<file path="src/rtl/vga_pkg.sv">
// vga_pkg: shared definitions for the framebuffer slot arbiter.
//   - fb_state_e : slot FSM states (S_SYNC, S_DISP, S_CAPT, S_FREE)
//   - H_ACTIVE, V_ACTIVE, FB_DEPTH : visible raster geometry
//   - RGB332 field boundaries for the 8-bit pixel word
package vga_pkg;

    typedef enum logic [1:0] {
        S_SYNC = 2'd0,   // no pixel strobe seen yet, every cycle belongs to the writer
        S_DISP = 2'd1,   // phase 0: display read slot (only ever the decoded state)
        S_CAPT = 2'd2,   // phase 1: RAM data returns and is captured
        S_FREE = 2'd3    // phases 2..3: writer slots until the next strobe
    } fb_state_e;

    localparam int H_ACTIVE = 640;
    localparam int V_ACTIVE = 480;
    localparam int FB_DEPTH = H_ACTIVE * V_ACTIVE;

    // RGB332 field slices: [7:5] red, [4:2] green, [1:0] blue
    localparam int RGB_R_MSB = 7;
    localparam int RGB_R_LSB = 5;
    localparam int RGB_G_MSB = 4;
    localparam int RGB_G_LSB = 2;
    localparam int RGB_B_MSB = 1;
    localparam int RGB_B_LSB = 0;

endpackage

</file>
<file path="src/rtl/vga_fb_scan_addr.sv">
// vga_fb_scan_addr: display scan address counter.
//   clk_i        : system clock
//   rst_i        : synchronous active-high reset (address back to 0)
//   step_i       : a display read happens this cycle; advance past the used address
//   restart_i    : frame restart this cycle; the read (if any) uses address 0
//   scan_addr_o  : registered scan address (writer-bubble address)
//   used_addr_o  : address a display read uses this cycle (comb)
// The address wraps to 0 after FB_DEPTH-1.
module vga_fb_scan_addr
    import vga_pkg::*;
#(
    parameter int ADDR_W      = 19,
    parameter int FB_DEPTH_P  = FB_DEPTH
) (
    input  logic              clk_i,
    input  logic              rst_i,
    input  logic              step_i,
    input  logic              restart_i,
    output logic [ADDR_W-1:0] scan_addr_o,
    output logic [ADDR_W-1:0] used_addr_o
);

    localparam logic [ADDR_W-1:0] LAST_ADDR = ADDR_W'(FB_DEPTH_P - 1);

    logic [ADDR_W-1:0] scan_q;
    logic [ADDR_W-1:0] scan_d;

    always_comb begin
        used_addr_o = restart_i ? '0 : scan_q;
        scan_d      = scan_q;
        if (step_i) begin
            scan_d = (used_addr_o == LAST_ADDR) ? '0 : used_addr_o + 1'b1;
        end else if (restart_i) begin
            // frame restart during blanking: no read, just rewind
            scan_d = '0;
        end
    end

    always_ff @(posedge clk_i) begin
        if (rst_i) begin
            scan_q <= '0;
        end else begin
            scan_q <= scan_d;
        end
    end

    assign scan_addr_o = scan_q;

endmodule

</file>
<file path="src/rtl/vga_fb_slot_arbiter.sv">
// vga_fb_slot_arbiter: time-division sharing of one single-port synchronous
// pixel RAM between VGA scanout and a pixel writer.
//   clock_i/reset_i   : system clock (4x pixel rate), synchronous active-high reset
//   pix_en_i          : pixel strobe from VGA timing; its cycle is the display slot
//   disp_active_i     : pixel is visible (sampled on pix_en_i)
//   frame_start_i     : rewind scan address (sampled on pix_en_i)
//   pix_data_o        : captured pixel for the colour stage (0 while blanking)
//   wr_valid_i/wr_addr_i/wr_data_i/wr_ready_o : writer handshake
//   wr_err_o          : one-cycle pulse after an accepted out-of-range write
//   ram_addr_o/ram_we_o/ram_wdata_o/ram_rdata_i : RAM port (1-clock read latency)
//   wr_stall_cnt_o    : only with VGA_FB_STALL_CNT_EN defined; saturating count of
//                       cycles with wr_valid_i=1 and wr_ready_o=0
module vga_fb_slot_arbiter
    import vga_pkg::*;
#(
    parameter int ADDR_W     = 19,
    parameter int DATA_W     = 8,
    parameter int FB_DEPTH_P = FB_DEPTH
) (
    input  logic              clock_i,
    input  logic              reset_i,
    input  logic              pix_en_i,
    input  logic              disp_active_i,
    input  logic              frame_start_i,
    output logic [DATA_W-1:0] pix_data_o,
    input  logic              wr_valid_i,
    input  logic [ADDR_W-1:0] wr_addr_i,
    input  logic [DATA_W-1:0] wr_data_i,
    output logic              wr_ready_o,
    output logic              wr_err_o,
    output logic [ADDR_W-1:0] ram_addr_o,
    output logic              ram_we_o,
    output logic [DATA_W-1:0] ram_wdata_o,
    input  logic [DATA_W-1:0] ram_rdata_i
`ifdef VGA_FB_STALL_CNT_EN
    ,
    output logic [15:0]       wr_stall_cnt_o
`endif
);

    localparam logic [ADDR_W:0] DEPTH_W = (ADDR_W + 1)'(FB_DEPTH_P);

    fb_state_e         state_q, state_d, cur_state;
    logic              disp_rd;
    logic              rd_q;
    logic              wr_fire;
    logic              wr_in_range;
    logic              err_d, err_q;
    logic [DATA_W-1:0] pix_d, pix_q;
    logic [ADDR_W-1:0] scan_addr;
    logic [ADDR_W-1:0] used_addr;

    vga_fb_scan_addr #(
        .ADDR_W     (ADDR_W),
        .FB_DEPTH_P (FB_DEPTH_P)
    ) u_scan (
        .clk_i       (clock_i),
        .rst_i       (reset_i),
        .step_i      (disp_rd),
        .restart_i   (pix_en_i & frame_start_i),
        .scan_addr_o (scan_addr),
        .used_addr_o (used_addr)
    );

    // The strobe overrides the registered phase, so an early pix_en resyncs
    // immediately and a late one simply stretches S_FREE.
    always_comb begin
        cur_state = pix_en_i ? S_DISP : state_q;
        state_d   = state_q;
        disp_rd   = 1'b0;
        case (cur_state)
            S_SYNC:  state_d = S_SYNC;
            S_DISP: begin
                state_d = S_CAPT;
                disp_rd = disp_active_i;
            end
            S_CAPT:  state_d = S_FREE;
            S_FREE:  state_d = S_FREE;
            default: state_d = S_SYNC;
        endcase

        wr_ready_o  = ~disp_rd;
        wr_fire     = wr_ready_o & wr_valid_i;
        wr_in_range = ({1'b0, wr_addr_i} < DEPTH_W);
        err_d       = wr_fire & ~wr_in_range;

        ram_we_o    = 1'b0;
        ram_wdata_o = wr_data_i;
        if (disp_rd) begin
            ram_addr_o = used_addr;
        end else if (wr_fire) begin
            ram_addr_o = wr_addr_i;
            ram_we_o   = wr_in_range;
        end else begin
            ram_addr_o = scan_addr;
        end

        // Capture keys off the registered phase so a strobe landing in the
        // capture cycle still collects the data of the previous read.
        pix_d = pix_q;
        if (state_q == S_CAPT) begin
            pix_d = rd_q ? ram_rdata_i : '0;
        end
    end

    always_ff @(posedge clock_i) begin
        if (reset_i) begin
            state_q <= S_SYNC;
            rd_q    <= 1'b0;
            err_q   <= 1'b0;
            pix_q   <= '0;
        end else begin
            state_q <= state_d;
            rd_q    <= disp_rd;
            err_q   <= err_d;
            pix_q   <= pix_d;
        end
    end

    assign pix_data_o = pix_q;
    assign wr_err_o   = err_q;

`ifdef VGA_FB_STALL_CNT_EN
    logic [15:0] stall_q, stall_d;

    always_comb begin
        stall_d = stall_q;
        if (pix_en_i && frame_start_i) begin
            stall_d = '0;
        end else if (wr_valid_i && !wr_ready_o && (stall_q != 16'hFFFF)) begin
            stall_d = stall_q + 16'd1;
        end
    end

    always_ff @(posedge clock_i) begin
        if (reset_i) begin
            stall_q <= '0;
        end else begin
            stall_q <= stall_d;
        end
    end

    assign wr_stall_cnt_o = stall_q;
`endif

endmodule

</file>
<file path="config.mk">
export PLATFORM = sky130hd
export DESIGN_NAME = vga_fb_slot_arbiter
export DESIGN_NICKNAME = d
export VERILOG_FILES = /design/src/rtl/vga_pkg.sv /design/src/rtl/vga_fb_scan_addr.sv /design/src/rtl/vga_fb_slot_arbiter.sv
export SDC_FILE = /design/constraint.sdc
export NUM_CORES = 1
export LEC_CHECK = 0
export ABC_AREA = 1
export CORE_MARGIN = 4
export CORE_UTILIZATION = 42
export CTS_CLUSTER_DIAMETER = 200
export CTS_CLUSTER_SIZE = 12
export DETAILED_ROUTE_END_ITERATION = 12
export HOLD_SLACK_MARGIN = 0.08
export PLACE_DENSITY = 0.88
export SLEW_MARGIN = 40
export SYNTH_ARGS = -nofsm -noshare
export SYNTH_HDL_FRONTEND = slang
export SYNTH_HIERARCHICAL = 1
export SYNTH_SLANG_ARGS = --single-unit
</file>
<file path="constraint.sdc">
create_clock -name clock_i -period 1.76 [get_ports clock_i]
set_input_delay 0.176 -clock clock_i [delete_from_list [all_inputs] [get_ports clock_i]]
set_output_delay 0.176 -clock clock_i [all_outputs]
set_load 0.02 [all_outputs]
</file>
==> results of run 1 <==
[state kept, by name (all words and copies together) (netlist names)]
register and cells:
rd_q 1, state_q 2, wr_err_o 1, u_scan/scan_addr_o 19, pix_data_o 8
[worst register-to-register path, stage by stage (launching register included)]
cell     delay (ns)
dfxtp_1        0.33
inv_1          0.09
nor2_4         0.16
ha_4           0.16
nand2_2        0.07
nor2_4         0.11
nand2_1        0.07
nor2_2         0.16
nand3_2        0.11
nand2_4        0.14
buf_4          0.14
nor2_1         0.04
[kinds of logic (layout without fill, tap and decap cells)]
| kind of cell | count (synthesis) | in the layout | share of synthesized area |
|---|---|---|---|
| fa+ha+maj | 1 | 1 | 0.00537 |
| buf+inv | 70 | 179 | 0.141 |
| simple gates | 263 | 263 | 0.500 |
| flops | 31 | 31 | 0.267 |
| xor+xnor | 5 | 5 | 0.0188 |
| compound gates | 31 | 31 | 0.0677 |
[routing by layer]
layer  share of wire  vias to the layer above  wire, um  GRT usage
met2            0.49                      111      3760      0.413
li1                -                     1432         -          -
met4           0.023                        0       174      0.103
met1            0.41                     1322      3140      0.271
met3           0.074                       26       562     0.0542
met5               0                        -         0          0
[power groups by stage]
stage | Sequential (mW) | Combinational, mW | Clock (mW)
2_1_floorplan | 0.737 | 0.227 | 0
3_3_place_gp | 0.734 | 0.413 | 0
3_5_place_dp | 0.735 | 0.420 | 0
4_1_cts | 0.719 | 0.411 | 0.767
5_1_grt | 0.720 | 0.453 | 0.796
6_report | 0.719 | 0.415 | 0.750
[Yosys cell counts, types with 2 or more instances]
| cell | number |
|---|---|
| buf_6 | 3 |
| buf_4 | 9 |
| xnor2_1 | 3 |
| nand3b_1 | 4 |
| nand2_1 | 151 |
| nand3_2 | 3 |
| nor2_1 | 57 |
| buf_2 | 6 |
| inv_2 | 7 |
| o21ai_0 | 8 |
| nor3_1 | 6 |
| dfxtp_1 | 31 |
| nor2_4 | 3 |
| nand4_1 | 2 |
| o21ai_1 | 2 |
| xor2_1 | 2 |
| nand2_2 | 3 |
| nand3_1 | 22 |
| a21oi_1 | 20 |
| nor2_2 | 6 |
| nand2_4 | 3 |
| inv_1 | 42 |
[area by class of cell]
type                            count  area (um2)
Clock buffer                        6        82.6
Clock inverter                      2        35.0
Fill cell                         465        1730
Inverter                           50         218
Multi-Input combinational cell    300        1460
Sequential cell                    31         622
Tap cell                           70        87.6
Timing Repair Buffer              121        1010
[cells in the final DEF, fill, tap and decap left out, types with 2 or more instances in the layout]
| master | synthesis | routed |
|---|---|---|
| a21oi_1 | 20 | 20 |
| buf_4 | 9 | 57 |
| clkbuf_2 | 0 | 14 |
| clkbuf_8 | 0 | 6 |
| clkdlybuf4s15_1 | 0 | 3 |
| clkdlybuf4s50_1 | 0 | 39 |
| dfxtp_1 | 31 | 30 |
| dlygate4sd2_1 | 0 | 4 |
| inv_1 | 42 | 40 |
| inv_2 | 7 | 5 |
| inv_4 | 1 | 2 |
| nand2_1 | 151 | 149 |
| nand2_2 | 3 | 4 |
| nand2_4 | 3 | 4 |
| nand3_1 | 22 | 20 |
| nand3_2 | 3 | 4 |
| nand3_4 | 1 | 2 |
| nand3b_1 | 4 | 4 |
| nand4_1 | 2 | 2 |
| nor2_1 | 57 | 51 |
| nor2_2 | 6 | 8 |
| nor2_4 | 3 | 7 |
| nor3_1 | 6 | 5 |
| nor3_2 | 1 | 2 |
| o21ai_0 | 8 | 8 |
| o21ai_1 | 2 | 2 |
| xnor2_1 | 3 | 3 |
| xor2_1 | 2 | 2 |
[stage by stage]
stage / utilization / power (mW)
after global routing: 0.671 / 1.97
after CTS: 0.661 / 1.90
after global placement: 0.632 / 1.15
after floorplan: - / 0.963
after detailed placement: 0.632 / 1.15
final: 0.671 / 1.88
[worst paths after layout]
check	end	slack, ns	cells after the start
worst max-delay path	ram_addr_o[3]	0.06	6
worst min-delay path	ram_wdata_o[0]	0.35	0
worst max register to register	u_scan/scan_addr_o[7]	0.08	11
worst min register to register	pix_data_o[4]	0.46	2
[timing repair]
item	in CTS	in global routing
setup buffers	2	5
gates resized for setup	45	43
pin swaps	4	8
hold buffers	0	0
endpoints found under the setup margin	37	35
==> impl_metrics.tcl, run 1 <==
set metrics [dict create \
    max_freq_ghz 0.588 \
    yosys.area.top_type "dfxtp_1" \
    die_w_um 82.5 \
    cts_max_path_buffers 2 \
    cts_root_buf "clkbuf_8" \
    crit_chain "nand2_4 > nand3_4 > buf_4 > nand2_1 > nand2_1 > dlygate4sd2_1" \
    finalCritPeriodShare 0.965 \
    clock-sinks 31 \
    cp_slowest_stage_delay_ns 0.38 \
    slowest_stage "dfxtp_1" \
    final_cells 580 \
    run_status "complete, no violations" \
    pwr-share-clk 0.398 \
    cts.clk_slew.worst_paths_ns 0.07 \
    critPathLaunch "state_q[1]" \
    synth_top_cell_area_share 0.267 \
    rows 26 \
    cpMostUsedCell "nand2_1" \
    ant_nets 0 \
    portBuffers 62 \
    worst-path-max-fanout 10 \
    vias_per_cell 4.98 \
    hold_violations 0 \
    holdCritPathClass "primary input to primary output" \
    grt_pass1_vias 2873 \
    final_nets 551 \
    syn2layout_area_growth_pct 50.8 \
    num_vias 2891 \
    min_period_ns 1.70 \
    cp.arrival_ns 1.52 \
    firstDrtPassIters 5 \
    placed_area_um2 3310 \
    grt_pass1_wl_um 12400 \
    ios 79 \
    die_area_um2 6800 \
    crit_type "flip-flop to primary output" \
    finalInstanceArea_um2 3510 \
    internal_power_mw 1.36 \
    yosysSeqAreaShare 0.267 \
    min_from "wr_data_i[0]" \
    synthesis.area_per_instance_um2 5.81 \
    initial_utilization 0.445 \
    cts_buffers 5 \
    ys_types 30 \
    cts_tree "yes" \
    setup_ws_ns 0.0607 \
    finClkSkew_ns 0.00632 \
    htree_levels 2 \
    hpwl_um 5740 \
    swShare 0.280 \
    ys_seq_elements 31 \
    final_layout_size_suffix_gt1_frac 0.247 \
    drt-initial-drc-count 209 \
    totalNegativeSetupSlack_ns 0 \
    wl_per_cell_um 13.2 \
    dp_cells 566 \
    p_sw_uw 529 \
    cp-end-kind "primary output" \
    max_slew_margin 0.817 \
    grt_setup_unrepaired "yes" \
    critPathLaunchType "flip-flop" \
    wirelength_um 7640 \
    grt_overflow 0 \
    die_y_um 82.5 \
    core-area_um2 5240 \
    clock_latency_ns 0.29 \
    timing.hold.ws_ns 0.352 \
    synth_area_um2 2330 \
    synth-edff-count 0 \
    antenna_found_initial 0 \
    yosysWarnings 6 \
    power_frac_comb 0.220 \
    synth_ff_type "dfxtp_1" \
    setup_violations 0 \
    p_per_area_nw_per_um2 537 \
    r2r-start "u_scan/scan_addr_o[0]" \
    synthTopCellsByArea "dfxtp_1 27%, nand2_1 24%, nor2_1 9.2%" \
    synthesis.nets 443 \
    routabilityCongestion 0.944 \
    maxSlewViolCount 0 \
    cp_num_buf_inv 2 \
    n_antenna_cell 0 \
    dpl_worst_slack_ns -0.501 \
    async_flop_share 0 \
    drc 0 \
    cap_violations 0 \
    pwr-share-seq 0.382 \
    grtUsageTotal 0.236 \
    grt_max_degree 20 \
    critPathTopFamily "buffers and inverters" \
    critical_path_required_ns 1.58 \
    peakVddDrop_mv 0.314 \
    p_leak_nw 1.64 \
    synth_cells 401 \
    worst_pin_slew_ns 0.274 \
]
Power figures use the tool's default switching activity.
==> run 2: changes to the inputs <==
--- a/config.mk
+++ b/config.mk
@@ -13,6 +13,7 @@
 export DETAILED_ROUTE_END_ITERATION = 12
 export HOLD_SLACK_MARGIN = 0.08
 export PLACE_DENSITY = 0.88
+export SETUP_SLACK_MARGIN = 0.05
 export SLEW_MARGIN = 40
 export SYNTH_ARGS = -nofsm -noshare
 export SYNTH_HDL_FRONTEND = slang
==> impl_metrics.tcl, run 2 (synthesized netlist as in run 1, its figures left out) <==
set metrics [dict create \
    run_status "complete, no violations" \
    die_y_um 82.5 \
    worst_pin_slew_ns 0.338 \
    cp-end-kind "primary output" \
    routabilityCongestion 0.907 \
    finalCritPeriodShare 0.930 \
    dpl_worst_slack_ns -0.498 \
    syn2layout_area_growth_pct 53.8 \
    drc 0 \
    reg2reg_depth 11 \
    clock_latency_ns 0.30 \
    cts_max_path_buffers 2 \
    drt-initial-drc-count 175 \
    crit_type "flip-flop to primary output" \
    p_per_area_nw_per_um2 531 \
    cp_slowest_stage_delay_ns 0.36 \
    final_layout_size_suffix_gt1_frac 0.276 \
    initial_utilization 0.445 \
    cp.arrival_ns 1.46 \
    critPathLaunchType "flip-flop" \
    antenna_found_initial 0 \
    p_total_mw 1.90 \
    cts_buffers 5 \
    r2r_setup_slack_ns 0.13 \
    grt_max_degree 20 \
    vias_per_cell 5.06 \
    clock-sinks 31 \
    core-area_um2 5240 \
    maxSlewViolCount 0 \
    firstDrtPassIters 4 \
    critical_path_required_ns 1.58 \
    cts_tree "yes" \
    htree_levels 2 \
    min_period_ns 1.64 \
    max_freq_ghz 0.611 \
    grt_overflow 0 \
    r2r_end "u_scan/scan_addr_o[12]" \
    grt_pass1_wl_um 12800 \
    rows 26 \
    hpwl_um 5720 \
    fill_cells 401 \
    cpMostUsedCell "nand2_1" \
    p_leak_nw 1.69 \
    crit_chain "nand2_4 > nand3_4 > buf_8 > nand2_1 > nand2_1 > clkdlybuf4s15_1" \
    cap_violations 0 \
    holdCritPathClass "primary input to flip-flop" \
    grt_setup_unrepaired "no" \
    hold_violations 0 \
    wl_per_cell_um 14.0 \
    grtUsageTotal 0.244 \
    n_antenna_cell 0 \
    die_w_um 82.5 \
    final_cells 584 \
    critPathLaunch "state_q[1]" \
    final_nets 555 \
    num_vias 2953 \
    r2r-start "u_scan/scan_addr_o[0]" \
    layout_common_cells "145 x nand2_1, 57 x buf_4, 49 x nor2_1" \
    largest_reg_flops 19 \
    wirelength_um 8160 \
    grt_pass1_vias 2928 \
    portBuffers 62 \
    peakVddDrop_mv 0.321 \
    setup_ws_ns 0.124 \
    cts.clk_slew.worst_paths_ns 0.07 \
    ios 79 \
    die_area_um2 6800 \
    ant_nets 0 \
    cts_root_buf "clkbuf_8" \
    final_core_util 0.684 \
    finClkSkew_ns 0.0124 \
    slowest_stage "dfxtp_2" \
    layout_commonest_cell "nand2_1" \
    max_slew_margin 0.774 \
    crit_end "ram_addr_o[16]" \
    dp_cells 570 \
    setup_violations 0 \
    postCtsHoldBufs 0 \
    timing.hold.ws_ns 0.208 \
    worst-path-max-fanout 16 \
]
[run 2: power by group]
part           switching [mW]  leakage [nW]  internal, mW
Sequential            0.00777         0.252         0.711
Combinational           0.232          1.38         0.189
Clock                   0.305        0.0612         0.458
Total                   0.545          1.69          1.36
[run 2: worst min path at each step]
stage / startpoint / endpoint / slack (ns) / depth (start not counted)
3_5_place_dp: wr_data_i[4] / ram_wdata_o[4] / 0.35 / 0
3_3_place_gp: wr_data_i[4] / ram_wdata_o[4] / 0.35 / 0
2_1_floorplan: reset_i / state_q[1] / 0.25 / 1
5_1_grt: pix_en_i / state_q[1] / 0.23 / 3
6_report: pix_en_i / state_q[1] / 0.21 / 3
4_1_cts: wr_data_i[4] / ram_wdata_o[4] / 0.35 / 0
[run 2: cell type report]
type / instances / area [um2] / share of cell area
multi-input combinational: 300 / 1500 / 0.418
clock buffer: 6 / 82.6 / 0.0231
sequential: 31 / 627 / 0.175
tap: 70 / 87.6 / 0.0244
inverter: 50 / 203 / 0.0566
clock inverter: 2 / 35.0 / 0.00978
timing repair buffer: 125 / 1050 / 0.293
[run 2: per-stage QoR]
step                TNS [ns]  instance area, um2
floorplan                  0                2330
global placement      -11.37                3340
detailed placement    -14.05                3340
CTS                        0                3530
global route               0                3580
finish                     0                3580
[run 2: metal layers]
metal,wire length [um],up-vias,GRT usage
met2,3940,128,0.429
li1,-,1442,-
met4,225,0,0.111
met1,3330,1356,0.278
met3,661,27,0.0586
met5,0,-,0
[run 2: critical path: cells and delay by family, from the launching register on]
| family | cells | cell delay (ns) |
|---|---|---|
| flip-flops | 1 | 0.36 |
| buffers and inverters | 2 | 0.48 |
| AND/OR/NAND/NOR | 4 | 0.32 |
[run 2: timing repair]
action,CTS,global route
pin swaps,9,13
resized for setup,77,40
setup endpoints to repair,37,31
setup buffers,4,2
